## src/rtl/dcf77_encoder_pkg.sv

```systemverilog
// Shared types and constants for the DCF77 time-code encoder.
// Also holds the frame bit positions and the even-parity helper.
package types;

    typedef logic [3:0] bcd_t;

    typedef enum logic {
        ST_IDLE,
        ST_RUN
    } dcf_state_e;

    localparam int DCF77_FRAME_LEN   = 60;
    localparam int DCF77_MS_ZERO     = 100;
    localparam int DCF77_MS_ONE      = 200;
    localparam int DCF77_MS_PER_SEC  = 1000;

    // Start index of each field inside the 59-bit frame
    localparam int DCF77_BIT_CEST     = 17;
    localparam int DCF77_BIT_CET      = 18;
    localparam int DCF77_BIT_START    = 20;
    localparam int DCF77_BIT_MIN      = 21;
    localparam int DCF77_BIT_MIN_PAR  = 28;
    localparam int DCF77_BIT_HOUR     = 29;
    localparam int DCF77_BIT_HOUR_PAR = 35;
    localparam int DCF77_BIT_DAY      = 36;
    localparam int DCF77_BIT_DOW      = 42;
    localparam int DCF77_BIT_MONTH    = 45;
    localparam int DCF77_BIT_YEAR     = 50;
    localparam int DCF77_BIT_DATE_PAR = 58;

    function automatic logic even_parity(input logic [21:0] bits);
        return ^bits;
    endfunction

endpackage

```

## src/rtl/if_date_time.sv

```systemverilog
// Date/time bundle shared by the clock, the display decoder and the DCF77 encoder.
// Each field is two BCD digits: index 1 = tens, index 0 = units.
interface if_date_time;
    types::bcd_t [1:0] second;
    types::bcd_t [1:0] minute;
    types::bcd_t [1:0] hour;
    types::bcd_t [1:0] day;
    types::bcd_t [1:0] month;
    types::bcd_t [1:0] year;
    logic [2:0]        day_of_week;

    modport rd (input minute, hour, day, month, year, day_of_week);
    modport wr (output second, minute, hour, day, month, year, day_of_week);
endinterface

```

## src/rtl/dcf77_frame_builder.sv

```systemverilog
// Combinational mapping of the date/time fields and the CEST flag to the 59 DCF77 data bits.
// Tens digits are cut to their field width; parity covers exactly the bits that are sent.
module dcf77_frame_builder
    import types::*;
(
    if_date_time.rd                    clock,
    input  logic                       cest_i,
    output logic [DCF77_FRAME_LEN-2:0] frame_o
);

    logic [6:0]  min_bits;
    logic [5:0]  hour_bits;
    logic [21:0] date_bits;

    always_comb begin
        min_bits  = {clock.minute[1][2:0], clock.minute[0]};
        hour_bits = {clock.hour[1][1:0], clock.hour[0]};
        date_bits = {clock.year[1], clock.year[0],
                     clock.month[1][0], clock.month[0],
                     clock.day_of_week,
                     clock.day[1][1:0], clock.day[0]};

        frame_o                        = '0;
        frame_o[DCF77_BIT_CEST]        = cest_i;
        frame_o[DCF77_BIT_CET]         = ~cest_i;
        frame_o[DCF77_BIT_START]       = 1'b1;
        frame_o[DCF77_BIT_MIN +: 7]    = min_bits;
        frame_o[DCF77_BIT_MIN_PAR]     = even_parity({15'd0, min_bits});
        frame_o[DCF77_BIT_HOUR +: 6]   = hour_bits;
        frame_o[DCF77_BIT_HOUR_PAR]    = even_parity({16'd0, hour_bits});
        frame_o[DCF77_BIT_DAY +: 22]   = date_bits;
        frame_o[DCF77_BIT_DATE_PAR]    = even_parity(date_bits);
    end

endmodule

```

## src/rtl/dcf77_encoder.sv

```systemverilog
// DCF77 pulse-stream generator: 1 ms prescaler, ms/second counters and a latched 59-bit frame.
// Optional macro DCF77_ENC_ERR_INJECT_EN adds inject_err, which flips the date parity of the latched frame.
module dcf77_encoder
    import types::*;
#(
    parameter int CLK_FREQ = 50_000_000
)
(
    input  logic       clk,
    input  logic       reset,
    input  logic       enable,
    if_date_time.rd    clock,
    input  logic       cest,
`ifdef DCF77_ENC_ERR_INJECT_EN
    input  logic       inject_err,
`endif
    output logic       dcf_out,
    output logic [5:0] second,
    output logic       minute_strobe
);

    localparam int             DIV       = CLK_FREQ / 1000;
    localparam int             PW        = (DIV > 1) ? $clog2(DIV) : 1;
    localparam logic [PW-1:0]  PRESC_TOP = PW'(DIV - 1);
    localparam logic [9:0]     MS_LAST   = 10'(DCF77_MS_PER_SEC - 1);
    localparam logic [9:0]     MS_ZERO   = 10'(DCF77_MS_ZERO);
    localparam logic [9:0]     MS_ONE    = 10'(DCF77_MS_ONE);
    localparam logic [5:0]     SEC_LAST  = 6'(DCF77_FRAME_LEN - 1);

    dcf_state_e                 state_q, state_d;
    logic [PW-1:0]              presc_q, presc_d;
    logic [9:0]                 ms_q, ms_d;
    logic [5:0]                 sec_q, sec_d;
    logic [DCF77_FRAME_LEN-2:0] frame_q, frame_d;
    logic                       dcf_q, dcf_d;
    logic                       strobe_q, strobe_d;
    logic [DCF77_FRAME_LEN-2:0] frame_built;
    logic [DCF77_FRAME_LEN-2:0] frame_new;
    logic                       bit_val;

    dcf77_frame_builder u_frame_builder (
        .clock   (clock),
        .cest_i  (cest),
        .frame_o (frame_built)
    );

    always_comb begin
        frame_new = frame_built;
`ifdef DCF77_ENC_ERR_INJECT_EN
        frame_new[DCF77_BIT_DATE_PAR] = frame_built[DCF77_BIT_DATE_PAR] ^ inject_err;
`endif
        state_d  = state_q;
        presc_d  = presc_q;
        ms_d     = ms_q;
        sec_d    = sec_q;
        frame_d  = frame_q;
        strobe_d = 1'b0;

        case (state_q)
            ST_IDLE: begin
                if (enable) begin
                    state_d  = ST_RUN;
                    presc_d  = PRESC_TOP;
                    ms_d     = '0;
                    sec_d    = '0;
                    frame_d  = frame_new;
                    strobe_d = 1'b1;
                end
            end
            ST_RUN: begin
                if (!enable) begin
                    state_d = ST_IDLE;
                    presc_d = '0;
                    ms_d    = '0;
                    sec_d   = '0;
                end else if (presc_q == '0) begin
                    presc_d = PRESC_TOP;
                    if (ms_q == MS_LAST) begin
                        ms_d = '0;
                        if (sec_q == SEC_LAST) begin
                            // Minute wrap: next frame is captured exactly at the marker
                            sec_d    = '0;
                            frame_d  = frame_new;
                            strobe_d = 1'b1;
                        end else begin
                            sec_d = sec_q + 6'd1;
                        end
                    end else begin
                        ms_d = ms_q + 10'd1;
                    end
                end else begin
                    presc_d = presc_q - PW'(1);
                end
            end
            default: state_d = ST_IDLE;
        endcase

        bit_val = (sec_d < SEC_LAST) ? frame_d[sec_d] : 1'b0;
        dcf_d   = (state_d == ST_RUN) && (sec_d < SEC_LAST) &&
                  (ms_d < (bit_val ? MS_ONE : MS_ZERO));
    end

    always_ff @(posedge clk) begin
        if (reset) begin
            state_q  <= ST_IDLE;
            presc_q  <= '0;
            ms_q     <= '0;
            sec_q    <= '0;
            frame_q  <= '0;
            dcf_q    <= 1'b0;
            strobe_q <= 1'b0;
        end else begin
            state_q  <= state_d;
            presc_q  <= presc_d;
            ms_q     <= ms_d;
            sec_q    <= sec_d;
            frame_q  <= frame_d;
            dcf_q    <= dcf_d;
            strobe_q <= strobe_d;
        end
    end

    assign dcf_out       = dcf_q;
    assign second        = sec_q;
    assign minute_strobe = strobe_q;

endmodule

```

## src/flat_wrapper.sv

```systemverilog
// flat-port wrapper written by rule: the top's interface ports become plain ports
module dcf77_encoder_flat import types::*;
#(
    parameter int CLK_FREQ = 50_000_000
)
  (clk, reset, enable, cest, dcf_out, second, minute_strobe, clock_minute, clock_hour, clock_day, clock_month, clock_year, clock_day_of_week);
  if_date_time clock_i ();
  input  logic clk;
  input  logic reset;
  input  logic enable;
  input  logic cest;
  output logic dcf_out;
  output logic [5:0] second;
  output logic minute_strobe;
  input wire logic [$bits(clock_i.minute)-1:0] clock_minute;
  input wire logic [$bits(clock_i.hour)-1:0] clock_hour;
  input wire logic [$bits(clock_i.day)-1:0] clock_day;
  input wire logic [$bits(clock_i.month)-1:0] clock_month;
  input wire logic [$bits(clock_i.year)-1:0] clock_year;
  input wire logic [$bits(clock_i.day_of_week)-1:0] clock_day_of_week;
  assign clock_i.minute = clock_minute;
  assign clock_i.hour = clock_hour;
  assign clock_i.day = clock_day;
  assign clock_i.month = clock_month;
  assign clock_i.year = clock_year;
  assign clock_i.day_of_week = clock_day_of_week;
  dcf77_encoder #(.CLK_FREQ(CLK_FREQ)) u_core (.clk(clk), .reset(reset), .enable(enable), .clock(clock_i), .cest(cest), .dcf_out(dcf_out), .second(second), .minute_strobe(minute_strobe));
endmodule
```

## config.mk

```make
export PLATFORM = sky130hd
export DESIGN_NAME = dcf77_encoder_flat
export DESIGN_NICKNAME = d
export VERILOG_FILES = /design/src/rtl/dcf77_encoder_pkg.sv /design/src/rtl/if_date_time.sv /design/src/rtl/dcf77_frame_builder.sv /design/src/rtl/dcf77_encoder.sv /design/src/flat_wrapper.sv
export SDC_FILE = /design/constraint.sdc
export NUM_CORES = 1
export LEC_CHECK = 0
export ABC_AREA = 1
export CORE_UTILIZATION = 50
export CTS_CLUSTER_SIZE = 10
export DETAILED_ROUTE_END_ITERATION = 8
export GPL_TIMING_DRIVEN = 0
export PLACE_DENSITY = 0.75
export RECOVER_POWER = 25
export SYNTH_ARGS = -nofsm -noshare
export SYNTH_HDL_FRONTEND = slang
export SYNTH_SLANG_ARGS = --single-unit
export TNS_END_PERCENT = 50
```

## constraint.sdc

```tcl
create_clock -name clk -period 3.35 [get_ports clk]
set_input_delay 0.67 -clock clk [delete_from_list [all_inputs] [get_ports clk]]
set_output_delay 0.67 -clock clk [all_outputs]
set_load 0.02 [all_outputs]
```

# After elaboration in Yosys (flattened, before gate mapping)

Index checks and enable logic that the tools add are counted.
W data, S select, Z words.

Word-level logic and storage cells: 55
Bits in registers: 94
Output and inout port bits: 8

Add/sub/neg operators: 3
Magnitude comparators: 3
Eq/ne operators: 3
Multiplexer cells: 31
Bitwise gates (word level): 2
Reduce and logical (&&, ||, !) cells: 6

Operators by type and width:

| operator                | number |
|---|---|
| $mux W59                | 5 |
| $pmux W59 S2            | 1 |
| $reduce_xor A22 Y1      | 3 |
| $mux W16                | 3 |
| $mux W10                | 4 |
| $pmux W16 S2            | 1 |
| $mux W6                 | 5 |
| $pmux W10 S2            | 1 |
| $logic_not A16 Y1       | 1 |
| $sub A16 B1 Y16 const B | 1 |
| $pmux W6 S2             | 1 |
| $add A10 B1 Y10 const B | 1 |
| $eq A10 B10 Y1 const B  | 1 |
| $lt A10 B10 Y1          | 1 |
| $mux W8                 | 1 |
| $lt A6 B7 Y1 const B    | 1 |
| $mux W1                 | 7 |
| $add A6 B1 Y6 const B   | 1 |
| $bmux W1 S6             | 1 |
| $eq A6 B6 Y1 const B    | 1 |
| $lt A6 B6 Y1 const B    | 1 |
| $logic_and A1 B1 Y1     | 2 |
| $ne A2 B2 Y1 const B    | 1 |
| $not A1 Y1              | 2 |
| $pmux W1 S2             | 1 |

# Longest topological paths before layout

Depth in word-level cells: 12
Mapped depth: 29
Mapped depth without buffers: 28

# Modules after synthesis

A second synthesis with hierarchy kept.

Cell total of the unflattened synthesis: 1020
Area total of the unflattened synthesis: 6367.4 µm²

By module, submodules not included:

| module              | seq. area each (µm²) | cells an instance | area an instance (µm²) | instances |
|---|---|---|---|---|
| dcf77_encoder       | 1881.8               | 847               | 5376.4                 | 1 |
| dcf77_frame_builder | 0.0                  | 173               | 991.0                  | 1 |

# Worst setup path before layout

No wires, ideal clock.

Path kind: register to register
From: reg u_core.sec_q[0], in the netlist u_core.second[0]
To: reg u_core.dcf_q, in the netlist u_core.dcf_out
Path buffers: 2
Period minus slack after synthesis: 2.768 ns
Data arrival time: 2.702 ns
Cell stages (with the launch flop): 25
Required time: 3.284 ns
Slack: 0.582 ns
Cell sequence: dfxtp_1 ha_1 nand3_1 nor2_4 nand2_4 nand2_4 buf_6 buf_6 nand2_1 nand2_1 nand2_1 nand3_1 nand3_1 nand2_1 nand3_1 nand2_1 nand2_1 nand3_2 nand2_2 ha_1 nand2_1 nand2_1 nand2_1 nand2_1 a21oi_2

Longest elaborated chain between the ends: 12
Elaborated cells on any way between the ends: 21

Ends and longest elaborated chain:

| what                                                 | RTL line                                 | RTL |
|---|---|---|
| start: declaration                                   | dcf77_encoder.sv:33                      | `logic [5:0] sec_q, sec_d;` |
| start signal: assignment                             | dcf77_encoder.sv:108                     | `sec_q <= '0;` |
| start signal: assignment                             | dcf77_encoder.sv:116                     | `sec_q <= sec_d;` |
| $add A6 B1 Y6 / $eq A6 B6 Y1 (equally long branches) | dcf77_encoder.sv:86, dcf77_encoder.sv:80 |  |
| $mux W6 / $mux W59 (equally long branches)           | dcf77_encoder.sv:80                      | `if (sec_q == SEC_LAST) begin` |
| $mux W6 / $mux W59 (equally long branches)           | dcf77_encoder.sv:78                      | `if (ms_q == MS_LAST) begin` |
| $mux W6 / $mux W59 (equally long branches)           | dcf77_encoder.sv:76                      | `end else if (presc_q == '0) begin` |
| $mux W6 / $mux W59 (equally long branches)           | dcf77_encoder.sv:71                      | `if (!enable) begin` |
| $pmux W6 S2 / $pmux W59 S2 (equally long branches)   | dcf77_encoder.sv:59                      | `case (state_q)` |
| $bmux W1 S6                                          | dcf77_encoder.sv:98                      | `bit_val = (sec_d < SEC_LAST) ? frame_d[sec_d] : 1'b0;` |
| $mux W1 (implied by the code)                        | dcf77_encoder.sv:98                      |  |
| $mux W1                                              | dcf77_encoder.sv:98                      |  |
| $mux W8                                              | dcf77_encoder.sv:100                     | `(ms_d < (bit_val ? MS_ONE : MS_ZERO));` |
| $lt A10 B10 Y1                                       | dcf77_encoder.sv:100                     |  |
| $logic_and A1 B1 Y1 (*)                              | dcf77_encoder.sv:99                      | `dcf_d = (state_d == ST_RUN) && (sec_d < SEC_LAST) &&` |
| end signal: assignment                               | dcf77_encoder.sv:110                     | `dcf_q <= 1'b0;` |
| end signal: assignment                               | dcf77_encoder.sv:118                     | `dcf_q <= dcf_d;` |
| end: declaration                                     | dcf77_encoder.sv:35                      | `logic dcf_q, dcf_d;` |

Every way passes the cells marked *; elsewhere a longest branch is shown, timed or not. The select of a mux whose other input is x is not followed.
A chain may end at the register's enable or synchronous reset.

# Worst setup path after layout

From: reg u_core.sec_q[1], in the netlist u_core.second[1]
To: reg u_core.dcf_q, in the netlist u_core.dcf_out

Same word-level chain as after synthesis.

==> flow_summary.ini <==
[status]
outcome = finished clean

[finish]
multi_input_area_mm2 = 0.00309
area_growth_pct = 14.9
stdcell_count = 1070
num_antenna_cells = 0
seq_area_mm2 = 0.00188
final_net_count = 982
drive_above_1_share_pct = 8.39
fillCellCount = 1071

[sta]
timing.fmax_ghz = 0.322
fin_ws_ns = 0.244
fin_crit_ns = 3.11
maxSlewViolCount = 0
fin_worst_skew_ns = 0.00838
period_share_pct = 92.7
max_slew_margin_pct = 56.3
timing_hold_violations_final = 0
worst_pin_slew_ns = 0.656
finalSetupTns_ns = 0
rsz0062_at_grt = false
finalSetupViolCount = 0

[synth]
yosys_warnings = 0
ys_seq_elements = 94
yosys.cell_count.top_type = nand2_1
synth.yosys.seq_area_share_pct = 33.7
syn_area_mm2 = 0.00558
synth_top_area_share_pct = 33.7
syn_inst = 871
synth_largest_area_cell = dfxtp_1
synth-edff-count = 0
synth_area_leaders = dfxtp_1 (34%), nand2_1 (17%), inv_1 (7.9%)
avgSynthCellArea_um2 = 6.41
ys.flop_type = dfxtp_1
syn-num-nets = 925
synth_common_cells = nand2_1 (254), inv_1 (117), nor2_1 (99)
synthArstFlopShare_pct = 0
synth.distinct_cells = 40

[critical_path]
slowest_delay_ns = 0.44
start_kind = flip-flop
worstPathCellList = ha_1 > nand3_2 > nor2_4 > nand2_4 > nand2_4 > buf_6 > buf_6 > nand2_1 > nand2_1 > inv_1 > nand3_1 > nand3_1 > nand2_1 > nand3_1 > nand2_1 > nand2_1 > nand3_2 > nand2_2 > ha_1 > nand2_1 > nand2_1 > nand2_1 > nand2_1 > a21oi_2
crit_fanout = 10
cp.required_ns = 3.66
path_class = flip-flop to flip-flop
path_delay_family = simple AND/OR/NAND/NOR gates
crit_buf_inv = 3
cp-end-kind = flip-flop
cp_slowest_cell = dfxtp_1
path_common_cell = nand2_1
cp_data_arrival_time_ns = 3.41

[floorplanning]
ios = 55
die_area_mm2 = 0.0116
rows = 38
die_h_um = 108
core_mm2 = 0.0108
start_util_pct = 51.5
die_x_um = 108

[route]
drt_first_pass_iters = 5
drc = 0
viasPerCell = 5.16
num_vias = 5523
wl_um = 14500
wl_per_cell_um = 13.6
postRouteAntennaNets = 0
first_iter_violations = 476

[grt]
grt_pass1_vias = 5060
grt_overflow_total = 0
grt_util_all_layers_pct = 26.8
grt_antenna_before_repair = 0
grt_max_degree = 14
grt_pass1_wl_um = 24100

[clocking]
htree_levels = 3
clockRootBuffer = clkbuf_8
cts_tree = done
cts.sinks = 94
hold_buffers = 0
insertion_delay_ns = 0.37
cts_buffers = 9
clk_pin_slew_ns = 0.09
clockBufferDepth = 2

[pwr]
leakagePower_nw = 2.88
ir_drop_uv = 251
p_total_mw = 2.37
power.density_mw_per_mm2 = 369

[min_path]
hold_path_class = flip-flop to flip-flop

[placed_design]
gp_congestion = 0.924
dpl.hpwl_um = 10900
dpl.cell_count = 1056
dp_slack_ns = -0.557
io_buffers = 45

[run]
maxCapViolCount = 0
## final timing paths
kind / cells after the start / end / slack, ns / start
setup / recovery: 24 / u_core.dcf_out / 0.24 / u_core.second[1]
hold / removal: 2 / u_core.frame_q[0] / 0.44 / u_core.frame_q[0]
setup reg to reg: 24 / u_core.dcf_out / 0.24 / u_core.second[1]
hold reg to reg: 2 / u_core.frame_q[0] / 0.44 / u_core.frame_q[0]
## final cells by class
| class | instances | area share, % |
|---|---|---|
| inverter | 123 | 7.27 |
| multi-input combinational | 627 | 48.1 |
| tap | 140 | 2.73 |
| buffer | 27 | 2.77 |
| sequential | 94 | 29.4 |
| timing repair buffer | 46 | 7.00 |
| clock buffer | 11 | 2.20 |
| clock inverter | 2 | 0.546 |
## state kept, by name, summed over array words and instances, names as in the netlist
| register | count |
|---|---|
| u_core.second | 6 |
| u_core.state_q | 1 |
| u_core.ms_q | 10 |
| u_core.dcf_out | 1 |
| u_core.frame_q | 59 |
| u_core.presc_q | 16 |
| u_core.minute_strobe | 1 |
## cells by family (layout without fill, tap and decap cells)
family	count (synthesis)	count (layout)	share of synthesized area (%)
XOR/XNOR	37	37	5.80
buffers and inverters	150	209	11.3
AO/OA/AOI/OAI	104	104	10.4
flip-flops	94	94	33.7
adder cells (fa/ha/maj)	7	7	1.57
AND/OR/NAND/NOR	479	479	37.2
## tightest hold or removal path: cells and delay by family (launching register included)
| family | cells | cell delay (ns) |
|---|---|---|
| flip-flops | 1 | 0.32 |
| AND/OR/NAND/NOR | 2 | 0.09 |
## through the flow
stage,util (%),area [um^2],hold WS [ns]
2_1_floorplan,-,5580,0.419
6_report,59.2,6420,0.445
4_1_cts,58.9,6390,0.448
3_5_place_dp,57.3,6210,0.435
3_3_place_gp,57.3,6210,0.428
5_1_grt,59.2,6420,0.460
## metal layers
metal / routed length (um) / GRT usage [%] / share of wire (%)
met4: 175 / 7.63 / 1.2
met2: 6530 / 43.5 / 45
met3: 1060 / 6.48 / 7.3
met1: 6780 / 35.1 / 47
met5: 0 / 0 / 0
## power breakdown
part,switching (mW),leakage (nW),internal [mW]
sequential,0.0197,0.769,1.16
clock,0.386,0.0911,0.353
combinational,0.278,2.02,0.173
## placed cells by master, fill, tap and decap left out, types with 4 or more instances in the layout
| cell type | instances |
|---|---|
| nand2_1 | 254 |
| inv_1 | 115 |
| nor2_1 | 99 |
| dfxtp_1 | 92 |
| nand3_1 | 68 |
| clkdlybuf4s50_1 | 44 |
| o21ai_0 | 42 |
| a21oi_1 | 33 |
| xor2_1 | 21 |
| xnor2_1 | 16 |
| clkbuf_1 | 12 |
| clkbuf_8 | 10 |
| nor2_2 | 9 |
| nand2_2 | 8 |
| buf_6 | 8 |
| nor3_1 | 8 |
| o22ai_1 | 8 |
| nand4_1 | 7 |
| o21ai_1 | 7 |
| inv_2 | 6 |
| buf_2 | 6 |
| ha_1 | 6 |
| nor3b_1 | 5 |
| nand2_4 | 4 |
| nor4_1 | 4 |
## repair_timing
item	in CTS	in global routing
gates resized for setup	3	14
buffers inserted	0	1
endpoints found under the setup margin	1	1
pin swaps	1	2
No activity file was read; power rests on OpenSTA's default activity.
